==> src/rtl/pipe_pkg.sv <==
// Shared field widths and control-bit layout for the in-order pipeline stage registers.
package pipe_pkg;
  localparam int XLEN   = 32;
  localparam int REG_AW = 5;

  localparam int CTRL_ALUSRC   = 0;
  localparam int CTRL_ALUOP_LO = 1;
  localparam int CTRL_REGWRITE = 3;
  localparam int CTRL_BRANCH   = 4;
  localparam int CTRL_MEMREAD  = 5;
  localparam int CTRL_MEMWRITE = 6;
  localparam int CTRL_MEMTOREG = 7;

  // rda, rdb, imm, wa, funct7, funct3, ra1, ra2
  localparam int ID_EX_DATA_W = 3*XLEN + REG_AW + 1 + 3 + 2*REG_AW;
  localparam int ID_EX_CTRL_W = 8;
endpackage

==> src/rtl/pipe_skid_buf.sv <==
// Generic valid/ready stage register with optional 2-entry skid, flush and async reset.
// The top CLR_W bits of the word are control and are zeroed whenever an entry is vacated.
module pipe_skid_buf #(
  parameter int W       = 8,
  parameter int CLR_W   = 1,
  parameter int SKID_EN = 1
) (
  input  logic         clk,
  input  logic         rst,
  input  logic         in_valid,
  output logic         in_ready,
  input  logic [W-1:0] in_data,
  input  logic         flush,
  output logic         out_valid,
  input  logic         out_ready,
  output logic [W-1:0] out_data
);
  logic         r_m_valid;
  logic [W-1:0] r_m_data;
  logic         w_accept;
  logic         w_consume;

  assign w_accept  = in_valid & in_ready;
  assign w_consume = r_m_valid & out_ready;
  assign out_valid = r_m_valid;
  assign out_data  = r_m_data;

  generate
    if (SKID_EN != 0) begin : g_skid
      logic         r_s_valid;
      logic [W-1:0] r_s_data;

      // in_ready comes straight from the skid flag, so out_ready never reaches it
      assign in_ready = ~r_s_valid;

      always_ff @(posedge clk or posedge rst) begin
        if (rst) begin
          r_m_valid <= 1'b0;
          r_m_data  <= '0;
          r_s_valid <= 1'b0;
          r_s_data  <= '0;
        end else if (flush) begin
          r_m_valid               <= 1'b0;
          r_s_valid               <= 1'b0;
          r_m_data[W-1 -: CLR_W] <= '0;
          r_s_data[W-1 -: CLR_W] <= '0;
        end else if (r_s_valid) begin
          if (w_consume) begin
            r_m_data                <= r_s_data;
            r_s_valid               <= 1'b0;
            r_s_data[W-1 -: CLR_W] <= '0;
          end
        end else if (w_accept) begin
          if (!r_m_valid || w_consume) begin
            r_m_valid <= 1'b1;
            r_m_data  <= in_data;
          end else begin
            r_s_valid <= 1'b1;
            r_s_data  <= in_data;
          end
        end else if (w_consume) begin
          r_m_valid               <= 1'b0;
          r_m_data[W-1 -: CLR_W] <= '0;
        end
      end
    end else begin : g_noskid
      assign in_ready = ~r_m_valid | out_ready;

      always_ff @(posedge clk or posedge rst) begin
        if (rst) begin
          r_m_valid <= 1'b0;
          r_m_data  <= '0;
        end else if (flush) begin
          r_m_valid               <= 1'b0;
          r_m_data[W-1 -: CLR_W] <= '0;
        end else if (w_accept) begin
          r_m_valid <= 1'b1;
          r_m_data  <= in_data;
        end else if (w_consume) begin
          r_m_valid               <= 1'b0;
          r_m_data[W-1 -: CLR_W] <= '0;
        end
      end
    end
  endgenerate
endmodule

==> src/rtl/id_ex_pipe_stage.sv <==
// ID/EX stage register: decode payload and control into execute with handshake,
// optional skid buffering, flush-to-bubble, and control gated to zero on bubbles.
module id_ex_pipe_stage
  import pipe_pkg::*;
#(
  parameter int DATA_W  = ID_EX_DATA_W,
  parameter int CTRL_W  = ID_EX_CTRL_W,
  parameter int SKID_EN = 1
) (
  input  logic              clk,
  input  logic              rst,
  input  logic              in_valid,
  output logic              in_ready,
  input  logic [DATA_W-1:0] in_data,
  input  logic [CTRL_W-1:0] in_ctrl,
  input  logic              flush,
  output logic              out_valid,
  input  logic              out_ready,
  output logic [DATA_W-1:0] out_data,
  output logic [CTRL_W-1:0] out_ctrl
);
  localparam int W = DATA_W + CTRL_W;

  logic [W-1:0] w_out_word;
  logic         w_out_valid;

  pipe_skid_buf #(
    .W       (W),
    .CLR_W   (CTRL_W),
    .SKID_EN (SKID_EN)
  ) u_buf (
    .clk       (clk),
    .rst       (rst),
    .in_valid  (in_valid),
    .in_ready  (in_ready),
    .in_data   ({in_ctrl, in_data}),
    .flush     (flush),
    .out_valid (w_out_valid),
    .out_ready (out_ready),
    .out_data  (w_out_word)
  );

  assign out_valid = w_out_valid;
  assign out_data  = w_out_word[DATA_W-1:0];
  // Bubbles must never carry regwrite/memwrite/branch into execute
  assign out_ctrl  = w_out_valid ? w_out_word[W-1 -: CTRL_W] : '0;
endmodule

==> config.mk <==
export PLATFORM = sky130hd
export DESIGN_NAME = id_ex_pipe_stage
export DESIGN_NICKNAME = d
export VERILOG_FILES = /design/src/rtl/pipe_pkg.sv /design/src/rtl/pipe_skid_buf.sv /design/src/rtl/id_ex_pipe_stage.sv
export SDC_FILE = /design/constraint.sdc
export NUM_CORES = 1
export LEC_CHECK = 0
export CAP_MARGIN = 5
export CORE_MARGIN = 3
export CORE_UTILIZATION = 50
export CTS_CLUSTER_SIZE = 30
export DETAILED_ROUTE_END_ITERATION = 8
export PLACE_DENSITY = 0.82
export SLEW_MARGIN = 30
export SYNTH_ARGS = -nofsm -noshare
export SYNTH_HDL_FRONTEND = slang
export SYNTH_SLANG_ARGS = --single-unit
==> constraint.sdc <==
create_clock -name clk -period 11.4 [get_ports clk]
set_input_delay 3.42 -clock clk [delete_from_list [all_inputs] [get_ports clk]]
set_output_delay 3.42 -clock clk [all_outputs]
set_load 0.01 [all_outputs]
==> impl_metrics.env <==
export IMPL_cts_tree="built"
export IMPL_cts_setup_buffers=0
export IMPL_antenna_found_initial=2
export IMPL_die_x_um=158
export IMPL_worstHoldStart="u_buf.out_data[3]$_DFFE_PP0P_"
export IMPL_finish_utilization=0.631
export IMPL_die_h_um=158
export IMPL_synth_most_common_cell="mux2_2"
export IMPL_initial_core_util=0.511
export IMPL_syn_instance_count=800
export IMPL_fin_skew_ns=0.00970
export IMPL_wl_per_cell_um=18.9
export IMPL_synth_common_cells="mux2_2, dfrtp_1, buf_4"
export IMPL_min_period_ns=5.54
export IMPL_antenna_left=0
export IMPL_cts_buffers=27
export IMPL_slew_viol_final=0
export IMPL_max_slew_margin=0.457
export IMPL_tightest_slew_ns=0.809
export IMPL_cp_arrival_ns=2.12
export IMPL_synth_avg_cell_area_um2=14.5
export IMPL_cp_buffers_inverters=2
export IMPL_via_per_inst=5.25
export IMPL_run_status="finished, final reports clean"
export IMPL_gp_congestion=0.711
export IMPL_core_area_um2=22700
export IMPL_grt_max_degree=138
export IMPL_clk_path_buf_depth=3
export IMPL_hold_buffers=0
export IMPL_min_path_cells=1
export IMPL_rsz0062_at_grt="no"
export IMPL_r2r_start="u_buf.g_skid.r_s_valid$_DFF_PP0_"
export IMPL_max_vdd_ir_drop_mv=0.117
export IMPL_synthDistinctLibCells=21
export IMPL_ys_warn_count=0
export IMPL_grt_pass1_wl_mm=37.0
export IMPL_synth_top_area_share=0.535
export IMPL_leakage_uw=0.00600
export IMPL_synth_edff_count=0
export IMPL_critPathLaunchType="register"
export IMPL_htreeDepth=1
export IMPL_yosysTopAreaCell="dfrtp_1"
export IMPL_slowest_delay_ns=0.87
export IMPL_synth_fp_nets=928
export IMPL_powerDensity_nw_per_um2=186
export IMPL_critPathCaptureType="output port"
export IMPL_fmax_mhz=180
export IMPL_firstDrtPassIters=4
export IMPL_crit_fanout=48
export IMPL_reg2reg_to="u_buf.g_skid.r_s_data[93]$_DFFE_PP0P_"
export IMPL_crit_type="register to output port"
export IMPL_hold_violations=0
export IMPL_setup_tns_ns=0
export IMPL_ys_seq_elements=248
export IMPL_syn_area_um2=11600
export IMPL_drtIter0Drc=162
export IMPL_synthToLayoutAreaGrowth_pct=23.4
export IMPL_grt_pass1_vias=6993
export IMPL_antenna_cells=0
export IMPL_critPathTopFamily="flip-flops"
export IMPL_clock_sinks=248
export IMPL_r2r_cells=6
export IMPL_clk_pin_slew_worst_paths_ns=0.06
export IMPL_wirelength_mm=23.4
export IMPL_reg2reg_slack_ns=8.16
export IMPL_cap_violations=0
export IMPL_drc_errors=0
export IMPL_ios=253
export IMPL_setup_viol=0
export IMPL_ys_seq_area_frac=0.535
export IMPL_async_reset_ff_frac=1.00
export IMPL_hpwl_mm=15.0
export IMPL_crit_chain="inv_1, clkdlybuf4s50_1"
export IMPL_ys_flop_type="dfrtp_1"
export IMPL_port_buffers=252
export IMPL_nets=1060
export IMPL_period_share=0.486
export IMPL_clk_insertion_delay_late_ns=0.52
export IMPL_ctsResizeCount=0
export IMPL_crit_slowest_cell="dfrtp_4"
export IMPL_holdPathEnd="u_buf.out_data[3]$_DFFE_PP0P_"
export IMPL_num_vias=6497
export IMPL_track_usage=0.183
export IMPL_root_buffer="clkbuf_16"
export IMPL_die_area_um2=25100
export IMPL_overflow=0
export IMPL_min_path_type="register to register"
export IMPL_final_layout_size_suffix_gt1_frac=0.392
export IMPL_synth_area_leaders="dfrtp_1, mux2_2, buf_4, mux2_1, a22o_1"
export IMPL_cp_required_ns=7.98
export IMPL_rows=55
[report_power, final]
| part | leakage [µW] | internal, µW | switching [µW] |
|---|---|---|---|
| Clock | 0.000422 | 483 | 344 |
| Sequential | 0.00302 | 1100 | 116 |
| Combinational | 0.00256 | 407 | 215 |
| Total | 0.00600 | 1990 | 675 |
[layout by cell type (no fill, tap or decap)]
master and n:
buf_6 2, dfrtp_1 247, and3_1 1, nand2_1 1
clkinv_2 5, mux2_2 318, buf_4 5, a21oi_1 4
clkdlybuf4s50_1 252, inv_6 1, inv_8 1, dfrtp_4 1
a211oi_4 1, nand2_8 1, and2_1 8, inv_1 2
nor3b_1 1, o21ai_1 1, and2b_1 1, a311oi_2 1
clkinv_8 1, clkinvlp_4 1, nand2b_1 1, clkbuf_16 27
o21ai_0 1, a22o_1 16, clkbuf_1 7, and2_2 1
mux2_1 35, clkbuf_8 7, nor2b_1 1
[how the worst max path moves through the flow]
stage | startpoint | endpoint | slack, ns | depth (start not counted)
floorplan | rst | u_buf.g_skid.r_s_data[0]$_DFFE_PP0P_ | 1.17 | 1
global placement | out_ready | u_buf.out_data[46]$_DFFE_PP0P_ | 5.51 | 5
detailed placement | flush | u_buf.g_skid.r_s_data[73]$_DFFE_PP0P_ | 5.45 | 6
CTS | u_buf.g_skid.r_s_valid$_DFF_PP0_ | in_ready | 5.81 | 2
global route | u_buf.g_skid.r_s_valid$_DFF_PP0_ | in_ready | 5.77 | 2
finish | u_buf.g_skid.r_s_valid$_DFF_PP0_ | in_ready | 5.86 | 2
[worst register-to-register path: cells and delay by family (launching register included)]
family / cells / cell delay (ns)
buf+inv: 3 / 1.21
flops: 1 / 0.73
simple gates: 2 / 0.71
mux: 1 / 0.47
[sequential cells by signal (all words and copies together), names as in the netlist]
register,count
u_buf.out_data,123
u_buf.g_skid.r_s_data,123
u_buf.out_valid,1
u_buf.g_skid.r_s_valid,1
[per-layer routing]
layer | GRT usage | up-vias | share of wire
li1 | - | 2974 | -
met1 | 0.232 | 3314 | 0.42
met2 | 0.313 | 170 | 0.49
met3 | 0.0546 | 35 | 0.072
met4 | 0.0397 | 4 | 0.016
met5 | 0 | - | 0.0012
[cell families after synthesis]
logic type / count (synthesis) / synth area share
AOI/OAI and AO/OA: 24 / 0.0171
buffers and inverters: 159 / 0.0971
DFF: 248 / 0.535
muxes: 353 / 0.343
and+or+nand+nor: 16 / 0.00841
[cell type report]
class | count | area, µm²
Clock inverter | 8 | 52.6
Fill cell | 1676 | 8390
Clock buffer | 41 | 798
Timing Repair Buffer | 259 | 2580
Tap cell | 285 | 357
Multi-Input combinational cell | 393 | 4300
Inverter | 3 | 23.8
Sequential cell | 248 | 6210
[per-stage QoR]
stage / instance area [µm²] / total power, µW / hold slack (ns) / setup WS [ns] / instances
final: 14300 / 2660 / 0.484 / 5.86 / 1237
after global routing: 14300 / 2800 / 0.499 / 5.77 / 1237
after CTS: 14300 / 2700 / 0.487 / 5.81 / 1237
after detailed placement: 13500 / 1860 / 0.474 / 5.45 / 1188
after global placement: 13400 / 1830 / 0.470 / 5.51 / 1188
after floorplan: 11600 / 1660 / 0.459 / 1.17 / 800
Power figures use the tool's default switching activity.
